===== src/rtl/gb_arb_pkg.sv =====
// Shared widths, request payload and helpers for the two-port global-buffer arbiter.
package gb_arb_pkg;

    localparam int unsigned NREQ   = 2;
    localparam int unsigned ADDR_W = 32;
    localparam int unsigned DATA_W = 64;
    localparam int unsigned STRB_W = 8;

    typedef struct packed {
        logic              we;
        logic              lock;
        logic [ADDR_W-1:0] addr;
        logic [DATA_W-1:0] wdata;
        logic [STRB_W-1:0] strb;
    } req_t;

    function automatic logic [NREQ-1:0] idx2oh(input logic idx);
        logic [NREQ-1:0] oh;
        oh      = '0;
        oh[idx] = 1'b1;
        return oh;
    endfunction

endpackage


===== src/rtl/gb_rd_tag_pipe.sv =====
// Delay line of {valid, owner} tags that marks when a read's data returns.
module gb_rd_tag_pipe #(
    parameter int unsigned DEPTH = 1
) (
    input  logic clk,
    input  logic reset,
    input  logic in_valid,
    input  logic in_owner,
    output logic out_valid,
    output logic out_owner
);

    logic [DEPTH-1:0] valid_q, valid_d;
    logic [DEPTH-1:0] owner_q, owner_d;

    always_comb begin
        valid_d    = '0;
        owner_d    = '0;
        valid_d[0] = in_valid;
        owner_d[0] = in_owner;
        for (int unsigned i = 1; i < DEPTH; i++) begin
            valid_d[i] = valid_q[i-1];
            owner_d[i] = owner_q[i-1];
        end
    end

    always_ff @(posedge clk or posedge reset) begin
        if (reset) begin
            valid_q <= '0;
            owner_q <= '0;
        end else begin
            valid_q <= valid_d;
            owner_q <= owner_d;
        end
    end

    assign out_valid = valid_q[DEPTH-1];
    assign out_owner = owner_q[DEPTH-1];

endmodule


===== src/rtl/gb_port_arbiter.sv =====
// Two-requester round-robin arbiter with lock onto a single global-buffer port;
// grants and buffer commands are same-cycle, read returns are tracked by tag.
module gb_port_arbiter
    import gb_arb_pkg::*;
#(
    parameter int unsigned RD_LATENCY = 1
) (
    input  logic                     clk,
    input  logic                     reset,
    input  logic [NREQ-1:0]          req_i,
    input  logic [NREQ-1:0]          we_i,
    input  logic [NREQ-1:0]          lock_i,
    input  logic [NREQ*ADDR_W-1:0]   addr_i,
    input  logic [NREQ*DATA_W-1:0]   wdata_i,
    input  logic [NREQ*STRB_W-1:0]   strb_i,
    output logic [NREQ-1:0]          gnt_o,
    output logic [NREQ-1:0]          rvalid_o,
    output logic [DATA_W-1:0]        rdata_o,
    output logic                     gb_rd_en,
    output logic [ADDR_W-1:0]        gb_rd_addr,
    input  logic [DATA_W-1:0]        gb_rd_data,
    output logic [ADDR_W-1:0]        gb_wr_addr,
    output logic [DATA_W-1:0]        gb_wr_data,
    output logic [STRB_W-1:0]        gb_wr_strb
);

    if (RD_LATENCY == 0 || RD_LATENCY > 4) begin : g_bad_latency
        $error("gb_port_arbiter: RD_LATENCY must be 1..4");
    end

    req_t req [NREQ];
    req_t sel;

    logic rr_last_q, rr_last_d;
    logic lock_q, lock_d;
    logic lock_own_q, lock_own_d;

    logic grant_vld, grant_idx, locked;
    logic is_rd, is_wr;
    logic tag_vld, tag_own;

    always_comb begin
        for (int unsigned i = 0; i < NREQ; i++) begin
            req[i].we    = we_i[i];
            req[i].lock  = lock_i[i];
            req[i].addr  = addr_i[i*ADDR_W +: ADDR_W];
            req[i].wdata = wdata_i[i*DATA_W +: DATA_W];
            req[i].strb  = strb_i[i*STRB_W +: STRB_W];
        end
    end

    // Lock holds only while the last grantee keeps both req and lock high.
    always_comb begin
        grant_vld = 1'b0;
        grant_idx = 1'b0;
        locked    = lock_q && req_i[lock_own_q] && lock_i[lock_own_q];
        if (reset) begin
            grant_vld = 1'b0;
        end else if (locked) begin
            grant_vld = 1'b1;
            grant_idx = lock_own_q;
        end else if (&req_i) begin
            grant_vld = 1'b1;
            grant_idx = ~rr_last_q;
        end else if (req_i[0]) begin
            grant_vld = 1'b1;
            grant_idx = 1'b0;
        end else if (req_i[1]) begin
            grant_vld = 1'b1;
            grant_idx = 1'b1;
        end
    end

    always_comb begin
        sel        = req[grant_idx];
        is_rd      = grant_vld && !sel.we;
        is_wr      = grant_vld && sel.we;
        gnt_o      = grant_vld ? idx2oh(grant_idx) : '0;
        gb_rd_en   = is_rd;
        gb_rd_addr = is_rd ? sel.addr  : '0;
        gb_wr_addr = is_wr ? sel.addr  : '0;
        gb_wr_data = is_wr ? sel.wdata : '0;
        gb_wr_strb = is_wr ? sel.strb  : '0;
    end

    always_comb begin
        rr_last_d  = grant_vld ? grant_idx : rr_last_q;
        lock_d     = grant_vld && sel.lock;
        lock_own_d = grant_vld ? grant_idx : lock_own_q;
    end

    // rr_last resets to 1 so requester 0 wins the first tie.
    always_ff @(posedge clk or posedge reset) begin
        if (reset) begin
            rr_last_q  <= 1'b1;
            lock_q     <= 1'b0;
            lock_own_q <= 1'b0;
        end else begin
            rr_last_q  <= rr_last_d;
            lock_q     <= lock_d;
            lock_own_q <= lock_own_d;
        end
    end

    gb_rd_tag_pipe #(
        .DEPTH (RD_LATENCY)
    ) u_tag_pipe (
        .clk       (clk),
        .reset     (reset),
        .in_valid  (is_rd),
        .in_owner  (grant_idx),
        .out_valid (tag_vld),
        .out_owner (tag_own)
    );

    always_comb begin
        rvalid_o = (tag_vld && !reset) ? idx2oh(tag_own) : '0;
        rdata_o  = (tag_vld && !reset) ? gb_rd_data : '0;
    end

endmodule


===== config.mk =====
export PLATFORM = sky130hd
export DESIGN_NAME = gb_port_arbiter
export DESIGN_NICKNAME = d
export VERILOG_FILES = /design/src/rtl/gb_arb_pkg.sv /design/src/rtl/gb_rd_tag_pipe.sv /design/src/rtl/gb_port_arbiter.sv
export SDC_FILE = /design/constraint.sdc
export NUM_CORES = 1
export LEC_CHECK = 0
export ABC_AREA = 1
export BUFFER_PORTS_ARGS = -buffer_cell sky130_fd_sc_hd__buf_2
export CAP_MARGIN = 25
export CORE_AREA = 10 10 178 180
export CTS_BUF_LIST = sky130_fd_sc_hd__clkbuf_8
export CTS_CLUSTER_SIZE = 28
export DETAILED_ROUTE_END_ITERATION = 16
export DIE_AREA = 0 0 188 190
export GPL_TIMING_DRIVEN = 0
export RECOVER_POWER = 25
export SYNTH_ARGS = -nofsm -noshare
export SYNTH_HDL_FRONTEND = slang
export SYNTH_SLANG_ARGS = --single-unit

===== constraint.sdc =====
create_clock -name clk -period 3.4 [get_ports clk]
set_clock_uncertainty 0.1 [all_clocks]
set_input_delay 0.17 -clock clk [delete_from_list [all_inputs] [get_ports clk]]
set_output_delay 0.17 -clock clk [all_outputs]
set_load 0.005 [all_outputs]

==> results.md <==
- Seq cells post-synth: 5
- Clk buf depth: 2
- Worst min path class: primary input to flip-flop
- Final min period: 2.54 ns
- R2r endpoint: u_tag_pipe.out_valid$_DFF_PP0_
- Seq/Total Area, Yosys: 0.0365
- CP arrival: 2.27 ns
- Vias/cell: 3.83
- Hold Path Stages: 3
- Synth warn: 0
- CTS Hold Bufs: 0
- Synth area leaders: nand2_1, inv_1, nor2_1
- Count leader, synth: nand2_1
- Most common flop cell mapped by yosys: dfrtp_1
- Worst Tran Pin Value: 0.738 ns
- Final period util: 0.747
- Antenna-violating nets left: 0
- Number of port buffers: 484
- Crit end category: output port
- Layout cell share with drive strength beyond 1: 0.444
- Routed vias: 6,211
- Largest net degree at the start of global routing: 15
- WL/cell: 15.2 µm
- Die Area: 35,700 µm²
- Routed WL: 24,700 µm
- PostCTS Resize Cnt: 0
- Std-Cell Rows: 62
- Die height: 190 µm
- Worst hold endpoint: lock_q$_DFF_PP0_
- Startpoint class of the critical path: primary input
- Relative slew margins: 0.508
- Clock buffer count from CTS: 3
- R2R cell count: 9
- Power Density: 159 nW/µm²
- HP Start: lock_i[0]
- Post-route total power: 1.01 mW
- Max-cap viol count: 0
- Net Sw Frac: 0.512
- Routability cong.: 0.931
- Worst reg-to-reg setup slack: 1.41 ns
- Io pins: 485
- Internal Power: 0.492 mW
- Dpl hpwl: 21,600 µm
- Clock share of power: 0.105
- Initial antenna violation count: 1
- Overall routing resource usage: 0.125
- Top-area cell type share of the netlist area: 0.205
- Layout area overhead: 83.1%
- Peak supply drop: 0.0000679 V
- DR DRC count: 0
- Leading area contributor after synthesis: nand2_1
- DRT iter0 DRCs: 283
- Critical path required time: 3.13 ns
- Reg clk slew, reported paths: 0.04 ns
- Postcts setup bufs: 0
- Final Hold Fails: 0
- Kind of critical path: primary input to output port
- Reg-to-Reg Start: lock_own_q$_DFFE_PP0N_
- First-pass GRT wire length: 36,200 µm
- CTS tree: built
- Initial Util: 0.123
- Final nets: 1,518
- Die width: 188 µm
- Most frequent cells after synthesis: nand2_1, inv_1, nor2_1
- Worst-path fanout max: 14
- Avg Cell Area, Syn: 4.62 µm²
- Cells after Synth: 749
- Hold WS: 0.0721 ns
- Total gr overflow: 0
- Unrepaired setup endpoints after global routing: false
- Reg power frac: 0.071
- Combinational share of power: 0.824
- H-tree levels: 1
- Clk Latency, worst-skew pair: 0.22 ns
- Clock Tree Root: clkbuf_8
- Clk sinks: 5
- Status: finished, final reports clean
- Final setup TNS: 0 ns
- Vias in the first global route: 6,486
- Slew Limit Fails: 0
- Switch Pwr: 0.517 mW
- Mapped Nets: 1,029
- Max Fclk: 0.394 GHz
- Mapped cell area: 3460 µm²
- Pre-antenna DRT Iters: 5
- Core ar.: 28,200 µm²
- Leakage power: 4.44 nW
- EDFF count, synth: 0
- Dpl cells: 1,617
- Number of setup violations in the final report: 0
- Netlist cell types: 20
- Finished Layout Cells: 1,622
- Share of synthesized registers carrying an async set or reset: 1.00
==> sequential cells by signal, summed over array words and instances, names as in the netlist <==
signal,flops
u_tag_pipe.out_owner,1
rr_last_q,1
lock_own_q,1
lock_q,1
u_tag_pipe.out_valid,1
==> kinds of logic (layout without fill, tap and decap cells) <==
family / Yosys count / in the layout / synth area share
AOI/OAI and AO/OA: 34 / 34 / 0.0492
buffers and inverters: 238 / 726 / 0.295
and+or+nand+nor: 472 / 472 / 0.620
other: 0 / 1 / 0
DFF: 5 / 5 / 0.0365
==> power by group through the flow <==
stage                     clock, mW  sequential (mW)  combinational [mW]
after floorplan                   0           0.0712               0.433
after global placement            0           0.0729               0.840
after detailed placement          0           0.0721               0.846
after CTS                     0.109           0.0720               0.849
after global routing          0.116           0.0728               0.938
final                         0.106           0.0720               0.831
==> worst max-delay path, cell delays in order <==
cell	delay, ns
buf_2	0.09
inv_1	0.21
clkbuf_1	0.59
clkbuf_1	0.63
nand4_1	0.16
nand2_1	0.10
inv_1	0.05
nor2_2	0.11
buf_2	0.14
==> worst max-delay path by stage <==
stage,start,endpoint,slack [ns],depth (start not counted)
6_report,reset,gb_wr_strb[3],0.86,9
5_1_grt,reset,gb_wr_strb[3],0.53,9
4_1_cts,lock_own_q$_DFFE_PP0N_,gb_wr_addr[27],0.98,10
3_5_place_dp,reset,gb_wr_data[5],1.10,9
3_3_place_gp,reset,gb_wr_data[5],1.11,9
2_1_floorplan,lock_own_q$_DFFE_PP0N_,gb_wr_data[10],1.77,11
==> routing by layer <==
metal	global-route usage	vias to the layer above	wire length, µm
li1	-	3190	-
met5	0	-	0
met1	0.141	2685	9520
met2	0.233	316	12700
met4	0.0234	0	300
met3	0.0335	20	2170
==> area by class of cell <==
class                           instances  area, µm²
Sequential cell                         5        126
Clock buffer                            3       41.3
Clock inverter                          1       3.75
Timing Repair Buffer                  484       2370
Antenna cell                            1       2.50
Buffer                                 60        348
Multi-Input combinational cell        506       2300
Inverter                              178        668
Tap cell                              384        480
Fill cell                            3336      21900
==> cells in the final DEF (no fill, tap or decap), drive strengths merged <==
master	Yosys	layout
diode	0	1
inv	178	179
nand2	190	190
nand4	74	74
dfstp	1	1
dfrtp	4	4
nor2	202	202
clkbuf	17	67
buf	43	480
o21ai	33	33
nand3	6	6
a21oi	1	1
==> per-stage QoR <==
stage                     worst slack, ns  instance area [µm²]   util
after floorplan                      1.77                 3460      -
after global placement               1.11                 6360  0.225
after detailed placement             1.10                 6360  0.225
after CTS                           0.978                 6410  0.227
after global routing                0.534                 6330  0.224
final                               0.859                 6340  0.224
Power figures use the tool's default switching activity.
